<file path="config.mk">
export PLATFORM = sky130hd
export DESIGN_NAME = pattern_blinker
export DESIGN_NICKNAME = d
export VERILOG_FILES = /design/src/rtl/blink_pkg.sv /design/src/rtl/blink_prescaler.sv /design/src/rtl/pattern_blinker.sv
export SDC_FILE = /design/constraint.sdc
export NUM_CORES = 1
export LEC_CHECK = 0
export ABC_AREA = 1
export BUFFER_PORTS_ARGS = -buffer_cell sky130_fd_sc_hd__buf_2
export CORE_UTILIZATION = 52
export DETAILED_ROUTE_END_ITERATION = 7
export PLACE_DENSITY = 0.81
export SLEW_MARGIN = 25
export SYNTH_ARGS = -nofsm -noshare
export SYNTH_HDL_FRONTEND = slang
export SYNTH_SLANG_ARGS = --single-unit
export TNS_END_PERCENT = 30
</file>
<file path="constraint.sdc">
create_clock -name CLK -period 3.6 [get_ports CLK]
set_clock_uncertainty 0.15 [all_clocks]
set_input_delay 0.36 -clock CLK [delete_from_list [all_inputs] [get_ports CLK]]
set_output_delay 0.36 -clock CLK [all_outputs]
set_load 0.005 [all_outputs]
</file>
<file path="src/rtl/blink_pkg.sv">
// blink_pkg: shared channel FSM state type and the SOS default pattern.
package blink_pkg;
  typedef enum logic [1:0] {IDLE, RUN, DONE} blink_state_e;
  localparam logic [34:0] SOS_PATTERN = 35'b10101000_11101110111000_10101000;
endpackage

</file>
<file path="src/rtl/blink_prescaler.sv">
// blink_prescaler: free-running step prescaler emitting a one-cycle tick every TICK_CYCLES clocks.
module blink_prescaler #(
  parameter int TICK_CYCLES = 2097152
) (
  input  logic CLK,
  input  logic RST_N,
  output logic tick
);
  localparam int W = $clog2(TICK_CYCLES);
  localparam logic [W-1:0] LAST = W'(TICK_CYCLES - 1);
  logic [W-1:0] cnt;
  assign tick = cnt == LAST;
  always_ff @(posedge CLK or negedge RST_N) begin
    if (!RST_N) cnt <= '0;
    else cnt <= tick ? '0 : cnt + 1'b1;
  end
endmodule

</file>
<file path="src/rtl/pattern_blinker.sv">
// pattern_blinker: independent multi-channel pattern players stepped by a shared prescaler tick.
module pattern_blinker
  import blink_pkg::*;
#(
  parameter int CHANNELS = 2,
  parameter int PAT_LEN = 35,
  parameter int TICK_CYCLES = 2097152,
  parameter logic [PAT_LEN-1:0] DEFAULT_PATTERN = PAT_LEN'(SOS_PATTERN),
  localparam int LEN_W = $clog2(PAT_LEN + 1),
  localparam int CH_W = CHANNELS > 1 ? $clog2(CHANNELS) : 1
) (
  input  logic                CLK,
  input  logic                RST_N,
  input  logic [CHANNELS-1:0] start,
  input  logic [CHANNELS-1:0] stop,
  input  logic [CHANNELS-1:0] repeat_mode,
  input  logic                load_valid,
  output logic                load_ready,
  input  logic [CH_W-1:0]     load_chan,
  input  logic [PAT_LEN-1:0]  load_pattern,
  input  logic [LEN_W-1:0]    load_len,
  output logic [CHANNELS-1:0] blink_out,
  output logic [CHANNELS-1:0] frame,
  output logic [CHANNELS-1:0] done
);
  localparam logic [LEN_W-1:0] FULL_LEN = LEN_W'(PAT_LEN);
  logic                tick;
  logic [CHANNELS-1:0] run_vec;
  logic [LEN_W-1:0]    len_clamped;
  blink_prescaler #(.TICK_CYCLES(TICK_CYCLES)) u_prescaler (
    .CLK  (CLK),
    .RST_N(RST_N),
    .tick (tick)
  );
  assign len_clamped = (load_len == '0 || load_len > FULL_LEN) ? FULL_LEN : load_len;
  // Out-of-range channels never match, so their loads are accepted and dropped.
  always_comb begin
    load_ready = 1'b1;
    for (int c = 0; c < CHANNELS; c++)
      if (load_chan == CH_W'(c)) load_ready = !run_vec[c];
  end
  for (genvar i = 0; i < CHANNELS; i++) begin : g_ch
    blink_state_e       state_q, state_d;
    logic [LEN_W-1:0]   idx_q, idx_d, len_q;
    logic [PAT_LEN-1:0] pat_q, shifted;
    logic               rpt_q, rpt_d, load_hit;
    assign load_hit = load_valid && load_ready && load_chan == CH_W'(i);
    always_ff @(posedge CLK or negedge RST_N) begin
      if (!RST_N) begin
        state_q <= IDLE;
        idx_q   <= '0;
        rpt_q   <= 1'b0;
        pat_q   <= DEFAULT_PATTERN;
        len_q   <= FULL_LEN;
      end else begin
        state_q <= state_d;
        idx_q   <= idx_d;
        rpt_q   <= rpt_d;
        if (load_hit) begin
          pat_q <= load_pattern;
          len_q <= len_clamped;
        end
      end
    end
    always_comb begin
      state_d = state_q;
      idx_d   = idx_q;
      rpt_d   = rpt_q;
      if (stop[i]) begin
        state_d = IDLE;
        idx_d   = '0;
      end else if (start[i]) begin
        state_d = RUN;
        idx_d   = '0;
        rpt_d   = repeat_mode[i];
      end else if (state_q == RUN && tick) begin
        if (idx_q + LEN_W'(1) == len_q) begin
          idx_d   = '0;
          state_d = rpt_q ? RUN : DONE;
        end else begin
          idx_d = idx_q + LEN_W'(1);
        end
      end
    end
    assign shifted      = pat_q >> idx_q;
    assign run_vec[i]   = state_q == RUN;
    assign blink_out[i] = run_vec[i] && shifted[0];
    assign frame[i]     = run_vec[i] && idx_q == '0;
    assign done[i]      = state_q == DONE;
  end
endmodule
</file>
* After elaboration in Yosys (flattened, before gate mapping) *
Index checks and enable logic that the tools add are counted.

word-level totals
  input port bits = 51
  logic and storage cells = 71
  flip-flop bits (word level) = 121

operators by class
  shifts and indexed selects = 2
  add/subtract/negate cells = 3
  order comparisons = 1
  bitwise logic cells = 3
  reduce and logical (&&, ||, !) cells = 23
  equality and inequality tests = 7
  mux-type cells = 21

operators by type and width
  kind                     number
  $shr A35 B6 Y1           2
  $mux W6                  9
  $add A21 B1 Y21 const B  1
  $eq A21 B21 Y1 const B   1
  $mux W21                 1
  $mux W2                  10
  $logic_not A6 Y1         3
  $add A6 B1 Y6 const B    2
  $eq A6 B6 Y1             2
  $reduce_bool A3 Y1       4
  $logic_and A1 B1 Y1      9
  $reduce_and A2 Y1        4
  $gt A6 B6 Y1 const B     1
  $eq A2 B1 Y1 const B     2
  $eq A2 B2 Y1 const B     2
  $not A1 Y1               3
  $logic_not A1 Y1         2
  $logic_or A1 B1 Y1       1
  $mux W1                  1

* Depth between registers and ports, before layout *
  word-level depth = 6
  depth in mapped cells = 14
  mapped depth without buffers = 13

* Modules after synthesis *
From an unflattened synthesis, not the netlist that was laid out.

unflattened totals
  cells, all modules = 837
  area, all modules = 6384.9 µm²

modules (own cells, without submodules)
  module           cells each  times used  area an instance (µm²)  sequential area each (µm²)
  pattern_blinker  702         1           5261.3                  2547.4
  blink_prescaler  135         1           1123.6                  525.5

* Worst setup path before layout *
Ideal clock, no wire load.

  kind = flip-flop to flip-flop
  from = reg g_ch[1].idx_q[0]
  to = reg g_ch[1].state_q[0]
  data arrival time = 1.688 ns
  cell stages (with the launch flop) = 14
  required time = 3.333 ns
  path buffers = 1
  clock period less this slack = 1.955 ns
  slack = 1.645 ns
  path through = dfrtp_1 -> inv_2 -> buf_2 -> ha_1 -> nand2_1 -> nand2_1 -> nor2_1 -> nand3_1 -> nor2_2 -> nand3_4 -> nand2_2 -> nand2_1 -> nand2_1 -> nand2_1

between the ends
  longest elaborated chain between the ends = 4

RTL lines
  element                       RTL line               text
  from (decl)                   pattern_blinker.sv:44  logic [LEN_W-1:0] idx_q, idx_d, len_q;
  from (signal assigned)        pattern_blinker.sv:57  idx_q <= idx_d;
  $add A6 B1 Y6                 pattern_blinker.sv:77  if (idx_q + LEN_W'(1) == len_q) begin
  $eq A6 B6 Y1                  pattern_blinker.sv:77
  $reduce_bool A3 Y1 (no line)  n/a
  $reduce_and A2 Y1 (no line)   n/a
  to (signal assigned)          pattern_blinker.sv:56  state_q <= state_d;
  to (decl)                     pattern_blinker.sv:43  blink_state_e state_q, state_d;

No other way between the ends.
A chain may end at the register's enable or synchronous reset.

* Final worst setup path *
  from = reg g_ch[1].idx_q[0]
  to = out blink_out[1]

between the ends
  longest elaborated chain between the ends = 2

RTL lines
  element              RTL line               text
  $shr A35 B6 Y1       pattern_blinker.sv:85  assign shifted = pat_q >> idx_q;
  $logic_and A1 B1 Y1  pattern_blinker.sv:87  assign blink_out[i] = run_vec[i] && shifted[0];
  to (decl)            pattern_blinker.sv:22  output logic [CHANNELS-1:0] blink_out,

No other way between the ends.

==> results.md <==
* CTS tree: done
* Clock power frac at between 40% and 50%
* Layout cells sized above 1 at 18.7%
* Nets at ~950
* Finished Core Util at 61.3%
* Number of setup buffers added after CTS at 0
* Post-synthesis cell type count at 33
* Worst-path clk slew at approximately 0.050 ns
* Iter 0 DRT Violations at between 600 and 700
* Met2 usage at 42.8%
* Post-route cell area at between 7000 and 8000 µm²
* Clk sink count at 121
* P_sw at about 1.2 mW
* Worst-margin pin slew at slightly below 0.8 ns
* Met1 usage at between 30 and 40%
* # resized after CTS at 0
* Vias in the first global route at 5454
* Yosys reg bits at approximately 120
* Setup Viol. Count Final at 0
* DP Cell Count at slightly above 1000
* Non-filler cells, final at around 1100
* Post-CTS Hold Buffers at 1
* Crit path time final at approximately 3.0 ns
* Final period util at between 80 and 90%
* RSZ-0062 raised after global routing: no
* # rows at 40
* Kind of critical path: flop to primary output
* Clk Latency, worst-skew pair at around 0.4 ns
* H-tree level count at 4
* Fmax at about 340 MHz
* Setup crit start kind: flop
* P&R area growth vs syn at 15.2%
* Via/cell ratio at ~5.4
* LEAKAGE at approximately 3.8 nW
* Port Buffers at 57
* Cts bufs inserted at 17
* Sw Share at roughly 29%
* GRT Total Usage at a little over a quarter
* Part of the power in registers at 43.9%
* CP required at slightly above 3 ns
* Logic gate share of total power at between 15 and 20%
* Seq/Total Area, Yosys at about half
* VDD IR max at 0.432 mV
* Gr busiest metal: met2
* Outcome: finished clean
* Cell internal pwr at 2.92 mW
* Wire per inst at 15.2 µm
* Antenna Nets Post-Route at 0
* Worst setup EP type: primary output
* Synth Net Count at 896
* Die Area at ~13000 µm²
* Placer Congestion at roughly 0.94
* Cell Area, Placed at ~6800 µm²
* Worst reg2reg path startpoint: g_ch[1].idx_q[0]
* Ports at 58
* Hpwl dp at about 11 mm
* CTS root buf: clkbuf_16
* Drt first pass iters at 6
* Total gr overflow at 0
* Clk buf depth at 2
* Final Max Tran Viols at 0
* Hold path start: repeat_mode[1]
* Diodes inserted at 0
* Start point of the critical path: g_ch[1].idx_q[0]
* Initial antenna violation count at 0
* Worst Hold Margin at roughly 0.014 ns
* Final Hold Fails at 0
* Max Cap Viol at 0
* Die X at roughly 110 µm
* Cells after Synth at 840
* Slew margin rel. at about half
* HP Class: input pin to flop
* Setup TNS at 0 ns
* Largest net degree at the start of global routing at just over 90
* Core area at approximately 12000 µm²
* Commonest non-fill, non-tap cell in the layout: nand2_1
* Critical Path AT at approximately 2.5 ns
* Vias after detailed routing at 5674
* Initial core utilization at between 50% and 60%
* Mapped Area at between 6000 and 7000 µm²
* Synth warnings at 0
* Drt drc at 0
* Syn Area/Cell at approximately 7.6 µm²
* First-pass GRT wire length at 26.6 mm
* Most frequent cells in the layout: nand2_1 (299), inv_1 (96), dfrtp_1 (85)
* Cell area power density at ~560 nW/µm²
* Total wire length at 16.0 mm
* Critical path peak fanout at 25
* GR Util met3 at under 10%
* DIE HEIGHT at 113 µm
-- metal layers --
metal  part of all wire (%)  routed length, µm  up-vias
met4                    3.2                505        0
met5                      0                  0        -
met3                    6.9               1100       31
met1                     44               7040     2632
li1                       -                  -     2773
met2                     46               7360      238
-- metrics by stage --
step	total power [mW]	setup slack [ns]
3_5_place_dp	2.45	0.970
4_1_cts	4.10	0.656
2_1_floorplan	2.21	1.64
3_3_place_gp	2.42	1.12
6_report	4.09	0.632
5_1_grt	4.29	0.405
-- cells in the mapped netlist (all sizes together) --
cell | n | area, µm²
nor2 | 65 | 294
a31oi | 1 | 6.26
ha | 5 | 62.6
nand4 | 24 | 150
clkbuf | 14 | 52.6
a21oi | 8 | 40.0
a22oi | 1 | 7.51
nand3b | 5 | 37.5
dfstp | 36 | 946
nand3 | 59 | 360
o21ai | 83 | 415
buf | 12 | 67.6
xnor2 | 6 | 52.6
inv | 106 | 398
nor3b | 1 | 7.51
dfrtp | 85 | 2130
xor2 | 6 | 52.6
o21bai | 2 | 18.8
nand2 | 307 | 1190
nor3 | 10 | 77.6
o211ai | 3 | 22.5
clkinv | 1 | 5.00
-- worst max-delay path, stage by stage, from the launching register on --
cell     delay [ns]
dfrtp_1        0.84
inv_2          0.28
nand2_1        0.15
nand2_1        0.07
nand2_1        0.06
nand2_1        0.06
nand2_1        0.06
nand2_1        0.05
inv_1          0.04
nand2_1        0.04
nand2_1        0.05
nand3_1        0.09
nand2_1        0.09
inv_1          0.03
buf_2          0.11
-- registers in the layout, indices dropped and copies added (netlist names) --
| signal | flops |
|---|---|
| u_prescaler.cnt | 21 |
| g_ch.rpt_q | 2 |
| g_ch.state_q | 4 |
| g_ch.pat_q | 70 |
| g_ch.len_q | 12 |
| g_ch.idx_q | 12 |
-- worst paths after layout --
check	depth (start not counted)	endpoint	slack, ns
setup / recovery	14	blink_out[1]	0.63
hold / removal	3	g_ch[1].rpt_q	0.01
setup reg to reg	13	g_ch[1].state_q[0]	0.91
hold reg to reg	2	g_ch[1].pat_q[7]	0.32
max in group asynchronous	3	g_ch[0].pat_q[27]	2.19
min in group asynchronous	2	g_ch[0].pat_q[4]	0.27
-- power groups by stage --
stage,clock network (mW),registers [mW],logic [mW]
CTS,1.65,1.79,0.655
global route,1.72,1.82,0.752
finish,1.64,1.79,0.656
floorplan,0,1.74,0.465
global placement,0,1.80,0.623
detailed placement,0,1.80,0.644
-- cell type report --
| cell class | count | area (µm²) |
|---|---|---|
| clock inverter | 8 | 95.1 |
| clock buffer | 24 | 472 |
| sequential | 121 | 3070 |
| tap | 147 | 184 |
| timing repair buffer | 62 | 340 |
| multi-input combinational | 586 | 2800 |
| inverter | 107 | 403 |
| fill | 1047 | 4640 |
-- logic make-up after synthesis --
group           count (synthesis)  synth area share, %
compound gates                 98                 7.98
flops                         121                 48.1
simple gates                  471                 33.2
xor+xnor                       12                 1.64
buf+inv                       133                 8.18
fa+ha+maj                       5                0.978
Note: power is estimated with default switching activity, not from simulation.
